$ cat src/rtl/priority_arbiter_tgco_if.sv
// Request/grant bundle of the 4-way priority arbiter. The arbiter is the slave;
// the requester side (or a bench) is the master.
interface priority_arbiter_tgco_if;
    logic [3:0] req;
    logic       done;
    logic [3:0] grant;
    logic [2:0] Z;
    logic       busy;
    logic       timeout;

    modport master (output req, done, input grant, Z, busy, timeout);
    modport slave  (input req, done, output grant, Z, busy, timeout);
endinterface

$ cat src/rtl/priority_arbiter_tgco.sv
// 4-way fixed-priority arbiter (req[3] highest) with grant holding,
// starvation aging and a forced release after MAX_HOLD busy cycles.
module priority_arbiter_tgco #(
    parameter int AGE_LIMIT = 3,
    parameter int MAX_HOLD  = 8
) (
    input  logic                  Clock,
    input  logic                  Resetn,
    priority_arbiter_tgco_if.slave bus
);
    localparam int AGE_W  = $clog2(AGE_LIMIT + 1);
    localparam int HOLD_W = $clog2(MAX_HOLD + 1);

    typedef enum logic [1:0] {ST_IDLE, ST_BUSY, ST_GAP} state_t;

    state_t              state_q, state_d;
    logic [3:0]          grant_q, grant_d;
    logic [2:0]          z_q, z_d;
    logic [1:0]          owner_q, owner_d;
    logic [HOLD_W-1:0]   hold_q, hold_d;
    logic                timeout_q, timeout_d;

    logic                arbitrate;
    logic [3:0]          aged;
    logic [1:0]          win_idx;
    logic                rel_owner;
    logic                hold_expired;

    assign arbitrate = (state_q != ST_BUSY);

    // Ages only move on arbitration edges; winners and idle lines restart at 0.
    for (genvar gi = 0; gi < 4; gi++) begin : g_age
        logic [AGE_W-1:0] age_q, age_d;

        assign aged[gi] = bus.req[gi] && (age_q >= AGE_W'(AGE_LIMIT));

        always_comb begin
            age_d = age_q;
            if (arbitrate) begin
                if (!bus.req[gi] || (win_idx == 2'(gi))) begin
                    age_d = '0;
                end else if (age_q < AGE_W'(AGE_LIMIT)) begin
                    age_d = age_q + AGE_W'(1);
                end
            end
        end

        always_ff @(posedge Clock or negedge Resetn) begin
            if (!Resetn) begin
                age_q <= '0;
            end else begin
                age_q <= age_d;
            end
        end
    end

    // Starved requesters outrank everyone; among a class the highest index wins.
    always_comb begin : win_sel
        logic [3:0] cand;
        cand    = (aged != 4'b0000) ? aged : bus.req;
        win_idx = 2'd0;
        for (int i = 0; i < 4; i++) begin
            if (cand[i]) begin
                win_idx = 2'(i);
            end
        end
    end

    assign rel_owner    = bus.done || !bus.req[owner_q];
    assign hold_expired = (hold_q == HOLD_W'(MAX_HOLD - 1));

    always_comb begin
        state_d   = state_q;
        grant_d   = grant_q;
        z_d       = z_q;
        owner_d   = owner_q;
        hold_d    = hold_q;
        timeout_d = 1'b0;
        case (state_q)
            ST_IDLE, ST_GAP: begin
                if (bus.req != 4'b0000) begin
                    state_d = ST_BUSY;
                    grant_d = 4'b0001 << win_idx;
                    z_d     = 3'(win_idx) + 3'd1;
                    owner_d = win_idx;
                    hold_d  = '0;
                end else begin
                    state_d = ST_IDLE;
                    grant_d = 4'b0000;
                    z_d     = 3'd0;
                end
            end
            ST_BUSY: begin
                if (rel_owner || hold_expired) begin
                    state_d   = ST_GAP;
                    grant_d   = 4'b0000;
                    z_d       = 3'd0;
                    hold_d    = '0;
                    // A normal release wins over a coincident hold expiry.
                    timeout_d = !rel_owner;
                end else begin
                    hold_d = hold_q + HOLD_W'(1);
                end
            end
            default: begin
                state_d = ST_IDLE;
                grant_d = 4'b0000;
                z_d     = 3'd0;
                hold_d  = '0;
            end
        endcase
    end

    always_ff @(posedge Clock or negedge Resetn) begin
        if (!Resetn) begin
            state_q   <= ST_IDLE;
            grant_q   <= 4'b0000;
            z_q       <= 3'd0;
            owner_q   <= 2'd0;
            hold_q    <= '0;
            timeout_q <= 1'b0;
        end else begin
            state_q   <= state_d;
            grant_q   <= grant_d;
            z_q       <= z_d;
            owner_q   <= owner_d;
            hold_q    <= hold_d;
            timeout_q <= timeout_d;
        end
    end

    assign bus.grant   = grant_q;
    assign bus.Z       = z_q;
    assign bus.busy    = (state_q == ST_BUSY);
    assign bus.timeout = timeout_q;
endmodule

$ cat src/flat_wrapper.sv
// flat-port wrapper written by rule: the top's interface ports become plain ports
module priority_arbiter_tgco_flat 
#(
    parameter int AGE_LIMIT = 3,
    parameter int MAX_HOLD  = 8
)
  (Clock, Resetn, bus_req, bus_done, bus_grant, bus_Z, bus_busy, bus_timeout);
  priority_arbiter_tgco_if bus_i ();
  input  logic Clock;
  input  logic Resetn;
  input wire logic [$bits(bus_i.req)-1:0] bus_req;
  input wire logic [$bits(bus_i.done)-1:0] bus_done;
  output wire logic [$bits(bus_i.grant)-1:0] bus_grant;
  output wire logic [$bits(bus_i.Z)-1:0] bus_Z;
  output wire logic [$bits(bus_i.busy)-1:0] bus_busy;
  output wire logic [$bits(bus_i.timeout)-1:0] bus_timeout;
  assign bus_i.req = bus_req;
  assign bus_i.done = bus_done;
  assign bus_grant = bus_i.grant;
  assign bus_Z = bus_i.Z;
  assign bus_busy = bus_i.busy;
  assign bus_timeout = bus_i.timeout;
  priority_arbiter_tgco #(.AGE_LIMIT(AGE_LIMIT), .MAX_HOLD(MAX_HOLD)) u_core (.Clock(Clock), .Resetn(Resetn), .bus(bus_i));
endmodule
$ cat config.mk
export PLATFORM = sky130hd
export DESIGN_NAME = priority_arbiter_tgco_flat
export DESIGN_NICKNAME = d
export VERILOG_FILES = /design/src/rtl/priority_arbiter_tgco_if.sv /design/src/rtl/priority_arbiter_tgco.sv /design/src/flat_wrapper.sv
export SDC_FILE = /design/constraint.sdc
export NUM_CORES = 1
export LEC_CHECK = 0
export CAP_MARGIN = 20
export CORE_ASPECT_RATIO = 0.6
export CORE_UTILIZATION = 53
export CTS_CLUSTER_DIAMETER = 120
export DETAILED_ROUTE_END_ITERATION = 16
export GPL_TIMING_DRIVEN = 0
export PLACE_DENSITY_LB_ADDON = 0.12
export SLEW_MARGIN = 20
export SYNTH_ARGS = -nofsm -noshare
export SYNTH_HDL_FRONTEND = slang
export SYNTH_SLANG_ARGS = --single-unit
$ cat constraint.sdc
create_clock -name Clock -period 2 [get_ports Clock]
set_clock_uncertainty 0.05 [all_clocks]
set_input_delay 0.5 -clock Clock [delete_from_list [all_inputs] [get_ports Clock]]
set_output_delay 0.5 -clock Clock [all_outputs]
set_load 0.02 [all_outputs]
-- Word-level counts from Yosys, hierarchy flattened
Cells that the tools add are included.
- register bits after elaboration: 24
- bits of input ports: 7
- output and inout bits: 9
- word-level logic and storage cells: 93
- add/subtract/negate cells: 6
- order comparisons: 9
- eq/ne operators: 9
- shifts and indexed selects: 1
- mux-type cells: 28
- reduce and logical (&&, ||, !) cells: 30
- operator list (operator ; count):
    2-bit 2-to-1 mux ; 11
    4-bit 2-to-1 mux ; 5
    4-bit one-hot mux with 2 select lines ; 2
    2-bit AND reduction ; 5
    2-bit by 1-bit adder with 2-bit output (second input constant) ; 4
    2-bit greater-or-equal comparator (second input constant) ; 4
    2-bit < comparator (second input constant) ; 4
    2-bit nonzero test ; 4
    4-bit nonzero test ; 2
    2-bit == test (second input constant) ; 3
    1-bit logical NOT ; 6
    1-bit logical OR ; 6
    3-bit 2-to-1 mux ; 2
    2-bit by 1-bit inequality test with 1-bit output (second input constant) ; 3
    3-bit one-hot mux with 2 select lines ; 1
    1-bit 2-to-1 mux ; 5
    4-bit by 1-bit adder with 4-bit output (second input constant) ; 1
    2-bit by 1-bit == test with 1-bit output (second input constant) ; 2
    4-bit by 3-bit == test with 1-bit output (second input constant) ; 1
    1-bit logical AND ; 4
    2-bit logical NOT ; 2
    2-bit one-hot mux with 2 select lines ; 1
    1-bit by 2-bit left shift with 4-bit output (first input constant) ; 1
    2-bit by 1-bit adder with 3-bit output (second input constant) ; 1
    other kinds (3) ; 3

-- Logic depth before layout (Yosys ltp)
Gate-level depths: netlist of the first run.
- depth in word-level cells: 11
- depth in mapped cells: 7
- mapped depth without buffers: 6

-- Worst setup path after synthesis of the first run
OpenSTA, ideal clock, no wires.
- kind: in2reg
- from: in bus_req[3]
- to: reg u_core.z_q[1], in the netlist u_core.bus.Z[1]
- data arrival time: 1476 ps
- required time: 1829 ps
- path slack: 353 ps
- stages on the path: 5
- path through: mux4_2 nand3b_4 nor2b_2 buf_6 a22o_1
- longest elaborated chain between the ends: 9
- elaborated cells on any way between the ends: 16
- RTL lines (element ; line ; text):
    start, declared ; flat_wrapper.sv:11 ; input wire logic [$bits(bus_i.req)-1:0] bus_req;
    1-bit logical AND ; priority_arbiter_tgco.sv:35 ; assign aged[gi] = bus.req[gi] && (age_q >= AGE_W'(AGE_LIMIT));
    4-bit nonzero test ; priority_arbiter_tgco.sv:60 ; cand = (aged != 4'b0000) ? aged : bus.req;
    4-bit 2-to-1 mux ; priority_arbiter_tgco.sv:60 ;
    1-bit 2-to-1 mux ; priority_arbiter_tgco.sv:63 ; if (cand[i]) begin
    2-bit 2-to-1 mux (2 in a row) ; priority_arbiter_tgco.sv:63 ;
    2-bit by 1-bit adder with 3-bit output ; priority_arbiter_tgco.sv:84 ; z_d = 3'(win_idx) + 3'd1;
    3-bit 2-to-1 mux ; priority_arbiter_tgco.sv:81 ; if (bus.req != 4'b0000) begin
    3-bit one-hot mux with 2 select lines ; priority_arbiter_tgco.sv:79 ; case (state_q)
    end signal, assigned ; priority_arbiter_tgco.sv:125 ; z_q <= z_d;
    end, declared ; priority_arbiter_tgco.sv:18 ; logic [2:0] z_q, z_d;
Parallel ways exist; a longest one is shown, timed or not. The select of a mux whose other input is x is not followed.
A chain may end at the register's enable or synchronous reset.

-- Worst setup path in the final report of the first run
- from: reg u_core.state_q[1]
- to: out bus_busy
- longest elaborated chain between the ends: 1
- RTL lines (element ; line ; text):
    start, declared ; priority_arbiter_tgco.sv:16 ; state_t state_q, state_d;
    start signal, assigned ; priority_arbiter_tgco.sv:123 ; state_q <= state_d;
    2-bit by 1-bit == test with 1-bit output ; priority_arbiter_tgco.sv:134 ; assign bus.busy = (state_q == ST_BUSY);
    end, declared ; flat_wrapper.sv:15 ; output wire logic [$bits(bus_i.busy)-1:0] bus_busy;
Every way passes these cells.

==> results summary, run 1 <==
The global-route met1 utilization came out at between 30% and 40%. The number of I/O port buffers came out at 15. The floorplan die area came out at approximately 2400 µm².

The slew at the pin with the worst max-slew slack came out at a little under 500 ps. The switching power share of the total came out at a little under two fifths. The peak supply drop came out at just over 900 µV.

The largest total area in the synthesized netlist belongs to sky130_fd_sc_hd__dfrtp_1. The total cell area at the placement stage came out at around 1400 µm². For this design the ratio of total power to cell area is around 1200 nW/µm². The area fraction of the dominant cell type after synthesis is roughly half.

The clock edge transition at the registers on the reported setup and hold paths came out at approximately 80 ps. The worst path in the final design needs a cycle of a little under 2000 ps, including I/O delays and setup. The final weighted congestion in routability-driven placement came out at approximately 0.84.

The number of filler cells placed in the layout is approximately 150. The largest net degree at the start of global routing came out at 24. The placed cell count came out at roughly 170.

The number of register bits inferred by synthesis is 23. For this run, the number of standard cells in the final layout without fillers is roughly 170. The final-report max-slew violation count came to 0. The overall track demand over capacity in global routing is between 20% and 30%.

The worst hold slack is roughly 140 ps. The utilization of the core after routing came out at 73.7%. The clock buffer count from CTS came out at 3. Sorting the synthesized cells by area gives the leading types as sky130_fd_sc_hd__dfrtp_1 48%, sky130_fd_sc_hd__nand2_1 7.2%, sky130_fd_sc_hd__o21ai_0 5.9%, sky130_fd_sc_hd__ha_1 5.3%, sky130_fd_sc_hd__a22o_1 2.2%. The floorplan step set the die width to between 60 and 70 µm. The maximum fanout count along the critical path came out at 10. The overall via count from detail_route came out at between 1000 and 1500. The count of final hold-check violations came out at 0. Counting every instance in the synthesized netlist gives 123. The layout overhead on the synthesized area came out at 22.7%. The leakage power figure came out at approximately 0.69 nW. The total iterations of the first detailed-routing run came out at 4. The number of routed nets with antenna violations came out at 0. The sequential cell area fraction in the yosys report came out at between 40% and 50%. The power share of the sequential group is between 40 and 50%. During I/O placement, the number of pins put on the boundary was 16. The number of global-route vias before repair came out at between 900 and 1000.

The clock insertion delay at the later pin of the skew report is roughly 270 ps. The number of nets in the layout is approximately 160. The count of cells along the worst register-to-register path is 6. The count of inserted antenna diode cells came out at 0.

The global routing stage identified its most utilized layer as met2. The required time reported for the critical path endpoint is roughly 1500 ps. The first global-routing pass estimated 4.64 mm of wire. The cell sitting at the root of the clock tree is a sky130_fd_sc_hd__clkbuf_8.

The reg-to-reg critical path endpoint is u_core.g_age[1].age_q[0]. The summed negative setup slack over all endpoints is 0 ps. The sum of overflow across all layers after global routing came out at 0.

The routed design has ~2.8 mm of wire. TritonCTS built the clock tree. The internal power of the cells came out at 1.07 mW. Setup repair after global routing left no endpoint under its margin. The total area inside the core boundary comes to between 1500 and 2000 µm². The sequential cell area came out at 576 µm². The total non-filler cell area in the finished layout is 1460 µm². The run finished with clean final reports. The routing usage on met2 is about 43%. The number of violations of the max-capacitance limit is 0. STA puts the critical path data arrival time at roughly 1400 ps.

The initialized floorplan defines 12 standard-cell rows. The type of origin of the critical path is a flip-flop. The max-slew headroom at the worst pin is 66.5%.

The first-iteration detailed-routing DRC count is 96. The cell area after technology mapping came out at roughly 1200 µm². The number of antenna violations at the first check in global routing is 0.

The worst hold path belongs to the class input port to async pin. In the final routed layout, each cell accounts on average for 16.2 µm. The achievable clock frequency came out at just over 500 MHz. In the global route stage, met3 resource usage came out at about 5.9%. The worst setup path is captured at an output pin. The total number of clock tree sinks is 23. For flop-to-flop paths, the worst setup slack is ~140 ps. The effective utilization at floorplan is between 60% and 70%.

The count of cell types in the netlist is 35. The clock network burns between 10% and 20% of the power. Hold repair after CTS inserted 0 buffers. Setup violations remaining at the end of the flow were counted as 0. The Yosys warning count came out at 0. The maximum clock path buffer count is 2.

The switching power of the nets is roughly 660 µW. The DRC violation count after routing came out at 0. The worst flop-to-flop path startpoint is u_core.g_age[0].age_q[0]. Of the total power, combinational logic draws between 40% and 50%. The post-route netlist has 16.1% of its cells at a drive strength greater than 1.

The classification of the worst setup path is flip-flop to output pin. The number of vias per cell is roughly 5.9. The post-synthesis net count is 135. The post-synthesis average cell area came out at between 9 and 10 µm². The H-tree depth came out at 1. The die outline height is just under 40 µm.

The HPWL after detailed placement came out at 2.03 mm. The multi-input combinational cells in the finished layout cover a total of a little under 600 µm². The final worst-path cycle share came out at between 90% and 100%.
layout make-up:
type                    instances  share of cell area (%)
plain buffers                   3                    2.05
flip-flops and latches         23                    39.4
repair buffers                 16                    10.4
well taps                      28                    2.40
clock inverters                 1                   0.342
inverters                       6                    1.71
multi-input cells              91                    40.8
clock buffers                   3                    2.83
layer usage:
metal  wire, µm  part of all wire (%)
met4         47                   1.7
met5          0                     0
met2       1280                    46
met3        188                   6.8
met1       1270                    46
layout by cell type, fill, tap and decap left out, types with 3 or more instances in the layout:
| cell | n |
|---|---|
| sky130_fd_sc_hd__clkdlybuf4s50_1 | 9 |
| sky130_fd_sc_hd__nand3_1 | 3 |
| sky130_fd_sc_hd__inv_1 | 5 |
| sky130_fd_sc_hd__dfrtp_1 | 23 |
| sky130_fd_sc_hd__o21ai_0 | 14 |
| sky130_fd_sc_hd__dlygate4sd2_1 | 3 |
| sky130_fd_sc_hd__nor3_1 | 3 |
| sky130_fd_sc_hd__clkbuf_8 | 3 |
| sky130_fd_sc_hd__nand2_1 | 23 |
| sky130_fd_sc_hd__nor2_1 | 4 |
| sky130_fd_sc_hd__a22o_1 | 3 |
| sky130_fd_sc_hd__nor2b_1 | 3 |
| sky130_fd_sc_hd__ha_1 | 5 |
flip-flops by register name (all words and copies together), names as in the netlist:
name and cells:
u_core.hold_q 4, u_core.bus.Z 2, u_core.g_age.age_q 8, u_core.bus.grant 4
u_core.bus.timeout 1, u_core.owner_q 2, u_core.state_q 2
cells in the mapped netlist:
cell and number:
sky130_fd_sc_hd__nand3b_1 2, sky130_fd_sc_hd__o221ai_1 1, sky130_fd_sc_hd__a2111o_1 1, sky130_fd_sc_hd__nand3b_4 1, sky130_fd_sc_hd__a32o_1 1, sky130_fd_sc_hd__nand2b_1 2, sky130_fd_sc_hd__and2_1 1, sky130_fd_sc_hd__nand4_1 1
sky130_fd_sc_hd__nand2_1 23, sky130_fd_sc_hd__nor2_1 5, sky130_fd_sc_hd__nor2b_1 4, sky130_fd_sc_hd__nor2b_2 1, sky130_fd_sc_hd__nand3_1 3, sky130_fd_sc_hd__a21oi_1 2, sky130_fd_sc_hd__buf_6 1, sky130_fd_sc_hd__o41ai_1 1
sky130_fd_sc_hd__dfrtp_1 23, sky130_fd_sc_hd__mux4_2 1, sky130_fd_sc_hd__buf_1 1, sky130_fd_sc_hd__a31oi_1 3, sky130_fd_sc_hd__a22o_1 3, sky130_fd_sc_hd__o21ai_1 2, sky130_fd_sc_hd__inv_1 6, sky130_fd_sc_hd__ha_1 5
sky130_fd_sc_hd__nor4_1 1, sky130_fd_sc_hd__or2_2 1, sky130_fd_sc_hd__a22oi_1 2, sky130_fd_sc_hd__o21ai_0 14, sky130_fd_sc_hd__nor3_1 3, sky130_fd_sc_hd__mux2_2 1, sky130_fd_sc_hd__buf_4 1, sky130_fd_sc_hd__a21o_1 2
sky130_fd_sc_hd__or2_1 1, sky130_fd_sc_hd__o21a_1 2, sky130_fd_sc_hd__a21boi_0 1
worst max path at each step:
stage	from	endpoint	slack (ps)	cells after the start
floorplan	bus_req[3]	u_core.bus.Z[1]	350	5
global placement	u_core.state_q[1]	bus_busy	-330	4
detailed placement	bus_req[1]	u_core.g_age[1].age_q[0]	-400	6
CTS	bus_req[0]	u_core.hold_q[1]	10	6
global route	u_core.state_q[1]	bus_busy	4	4
finish	u_core.state_q[1]	bus_busy	50	4
metrics by stage:
step	setup WS [ps]	power (mW)
after CTS	9.85	1.70
after floorplan	353	1.14
after global routing	4.03	1.85
after global placement	-332	1.34
after detailed placement	-404	1.39
final	47.0	1.73
power groups by stage:
stage	Sequential, mW	Clock, mW	Combinational, mW
after floorplan	0.715	0	0.424
after global placement	0.686	0	0.657
after detailed placement	0.699	0	0.689
after CTS	0.694	0.300	0.706
after global routing	0.714	0.312	0.820
final	0.696	0.292	0.742
worst max-delay path, cell delays in order (launching register included):
cell and delay, ps:
sky130_fd_sc_hd__dfrtp_1 370, sky130_fd_sc_hd__nand2b_2 250, sky130_fd_sc_hd__inv_4 110, sky130_fd_sc_hd__buf_6 140, sky130_fd_sc_hd__clkdlybuf4s15_2 260
timing repair:
action / CTS / global route
pin swaps: 0 / 1
buffers inserted: 0 / 1
gates resized for setup: 13 / 6
setup endpoints to repair: 8 / 8
cell families after synthesis:
logic type | after synthesis | share of synthesized area (%)
mux | 2 | 2.84
simple gates | 49 | 20.8
flops | 23 | 48.3
buf+inv | 9 | 3.78
fa+ha+maj | 5 | 5.25
compound gates | 35 | 19.0
Power figures use the tool's default switching activity.
==> inputs of run 2 (changes only) <==
MAX_ROUTING_LAYER = met4   (was unset)
==> run 2 against run 1 <==
Final cell count is the same. Critical endpoint unchanged. Clock power barely moved. Design area did not move. Utilization did not move. Non-clock buffer count stayed put. Count of clock-buffer cells in the layout unchanged. Sequential power about the same. Via count grew 0.59%.
==> results summary, run 2 (synthesis results as in run 1) <==
The worst flop-to-flop path startpoint is u_core.g_age[0].age_q[0] (unchanged). The detailed-route wire length per cell was 16.3 µm (was 16.2 µm). The total chip power came out at 1.73 mW (about the same).

The slew at the pin with the worst max-slew slack came out at 497 ps (about the same). The area of the core region came out at 1980 µm² (unchanged). The minimum setup slack after placement is -404 ps (unchanged).

The area taken by multi-input logic gates came out at 597 µm² (unchanged). The total cell area at the placement stage came out at 1380 µm² (unchanged). The effective utilization at floorplan came out at 60.1% (unchanged). The number of global-route vias before repair was 934 (was 939). The number of vias per cell came out at 5.98 (was 5.94). The number of nets in the layout came out at 156 (unchanged).

The count of final hold-check violations is 0 (unchanged). The power density over the cells came out at 1190 nW/µm² (was 1180 nW/µm²). The count of cells along the worst register-to-register path came out at 6 (unchanged). The number of I/O port buffers is 15 (unchanged). The peak supply drop was 918 µV (was 922 µV). The count of inserted antenna diode cells is 0 (unchanged). The maximum fanout count along the critical path came out at 10 (unchanged).

The worst hold slack is 138 ps (was 137 ps). The total wirelength of the detailed-routed design came to 2.78 mm (about the same). The first-iteration detailed-routing DRC count is 89 (was 96).

The placed cell count is 166 (unchanged). The worst path arrival time is 1410 ps (was 1400 ps). The clock period minus final worst setup slack is 1960 ps (was 1950 ps). The final worst-path cycle share is 97.8% (was 97.7%). The final-report max-slew violation count is 0 (unchanged).

The total non-filler cell area in the finished layout came to 1460 µm² (unchanged). The number of non-filler instances in the completed layout is 171 (unchanged). The termination of the worst setup path is bus_busy (unchanged). The reg-to-reg critical path endpoint is u_core.g_age[1].age_q[0] (unchanged). The total number of clock tree sinks is 23 (unchanged).

The row count came out at 12 (unchanged). The number of flip-flops in the largest register came out at 8 (unchanged). The overall track demand over capacity in global routing is 27.3% (was 26.5%). The setup slack after layout is 43.8 ps (was 47.0 ps). The worst setup path startpoint was u_core.state_q[1] (unchanged). The worst reg-to-reg setup slack came out at 140 ps (about the same). The chip width was 63.2 µm (unchanged). The clock edge transition at the registers on the reported setup and hold paths is 80 ps (about the same). The clock tree from TritonCTS is done (unchanged). The DRC violation count after routing was 0 (unchanged). The sequential cell area came out at 576 µm² (unchanged).

The final setup violation count is 0 (unchanged). The type of origin of the critical path was a flip-flop (unchanged). Top library cells by usage in the layout, fill and taps aside: 23 x sky130_fd_sc_hd__nand2_1, 23 x sky130_fd_sc_hd__dfrtp_1, 14 x sky130_fd_sc_hd__o21ai_0, 9 x sky130_fd_sc_hd__clkdlybuf4s50_1 (unchanged). The utilization of the core after routing is 73.7% (unchanged). The leakage power figure came out at 0.685 nW (unchanged).

The clock tree root driver cell is sky130_fd_sc_hd__clkbuf_8 (unchanged). The summed negative setup slack over all endpoints is 0 ps (unchanged). The count of pins on the block boundary is 16 (unchanged). The global-route wire length before repair is 4.64 mm (unchanged). The number of antenna violations at the first check in global routing came to 0 (unchanged). The clock insertion delay at the later pin of the skew report is 270 ps (about the same). The maximum clock path buffer count is 2 (unchanged). The number of violations of the max-capacitance limit came out at 0 (unchanged). The share of final-layout standard cells stronger than drive strength 1 is 16.1% (unchanged). The type of the tightest min-delay check is input port to async pin (unchanged).

The H-tree depth came out at 1 (unchanged). The required time reported for the critical path endpoint is 1450 ps (about the same). The floorplan die area came out at 2450 µm² (unchanged). The layout overhead on the synthesized area is 22.7% (unchanged).

The number of routed nets with antenna violations came to 0 (unchanged). The register with the highest flop count is u_core.g_age.age_q (unchanged). The final weighted congestion in routability-driven placement was 0.857 (was 0.844). The HPWL after detailed placement came out at 2.03 mm (unchanged). The sum of overflow across all layers after global routing is 0 (unchanged). The largest net degree at the start of global routing came out at 24 (unchanged).

The achievable clock frequency came out at 511 MHz (was 512 MHz). The clock buffer count from CTS was 3 (unchanged). The classification of the worst setup path was flip-flop to output pin (unchanged). Result of the run: finished clean (unchanged). RSZ-0062 raised after global routing: false (unchanged).

The total iterations of the first detailed-routing run was 6 (was 4). The max-slew headroom at the worst pin is 66.8% (was 66.5%). The overall via count from detail_route is 1022 (was 1016). The kind of end point of the critical path is an output pin (unchanged). The die outline height came out at 38.7 µm (unchanged). The number of filler cells placed in the layout is 153 (unchanged).
==> run 2: how the worst min path moves through the flow <==
stage                         from                        to  slack [ps]  cells past startpoint
3_5_place_dp   u_core.bus.grant[0]       u_core.bus.grant[0]         420                      2
2_1_floorplan               Resetn           u_core.bus.Z[0]         150                      0
5_1_grt                     Resetn  u_core.g_age[2].age_q[0]         170                      1
3_3_place_gp       u_core.bus.Z[0]           u_core.bus.Z[0]         410                      2
4_1_cts        u_core.bus.grant[0]       u_core.bus.grant[0]         450                      2
6_report                    Resetn  u_core.g_age[3].age_q[0]         140                      1
==> run 2: area by class of cell <==
cell class,instances,area share [%]
inverters,6,1.71
clock buffers,3,2.83
multi-input cells,91,40.8
flip-flops and latches,23,39.4
plain buffers,3,2.05
well taps,28,2.40
clock inverters,1,0.342
repair buffers,16,10.4
==> run 2: critical path: stages, from the launching register on <==
cell,delay (ps)
sky130_fd_sc_hd__dfrtp_1,370
sky130_fd_sc_hd__nand2b_2,250
sky130_fd_sc_hd__inv_4,120
sky130_fd_sc_hd__buf_6,140
sky130_fd_sc_hd__clkdlybuf4s15_2,260
==> run 2: metal layers <==
| layer | share of wire, % | up-vias | track usage, % |
|---|---|---|---|
| met5 | 0 | - | - |
| met4 | 1.3 | 0 | 12.5 |
| met3 | 7.0 | 6 | 5.59 |
| met2 | 46 | 55 | 43.3 |
| met1 | 46 | 483 | 34.8 |
| li1 | - | 478 | - |
==> run 2: timing repair <==
action	4_1_cts	5_1_grt
setup endpoints to repair	8	8
buffers inserted	0	1
hold buffers	0	0
gates resized for setup	13	6
pin swaps	0	1
==> run 2: where the power goes <==
group	internal, mW	leakage [nW]	switching [mW]
combinational	0.334	0.358	0.409
sequential	0.596	0.302	0.103
clock	0.139	0.0255	0.151
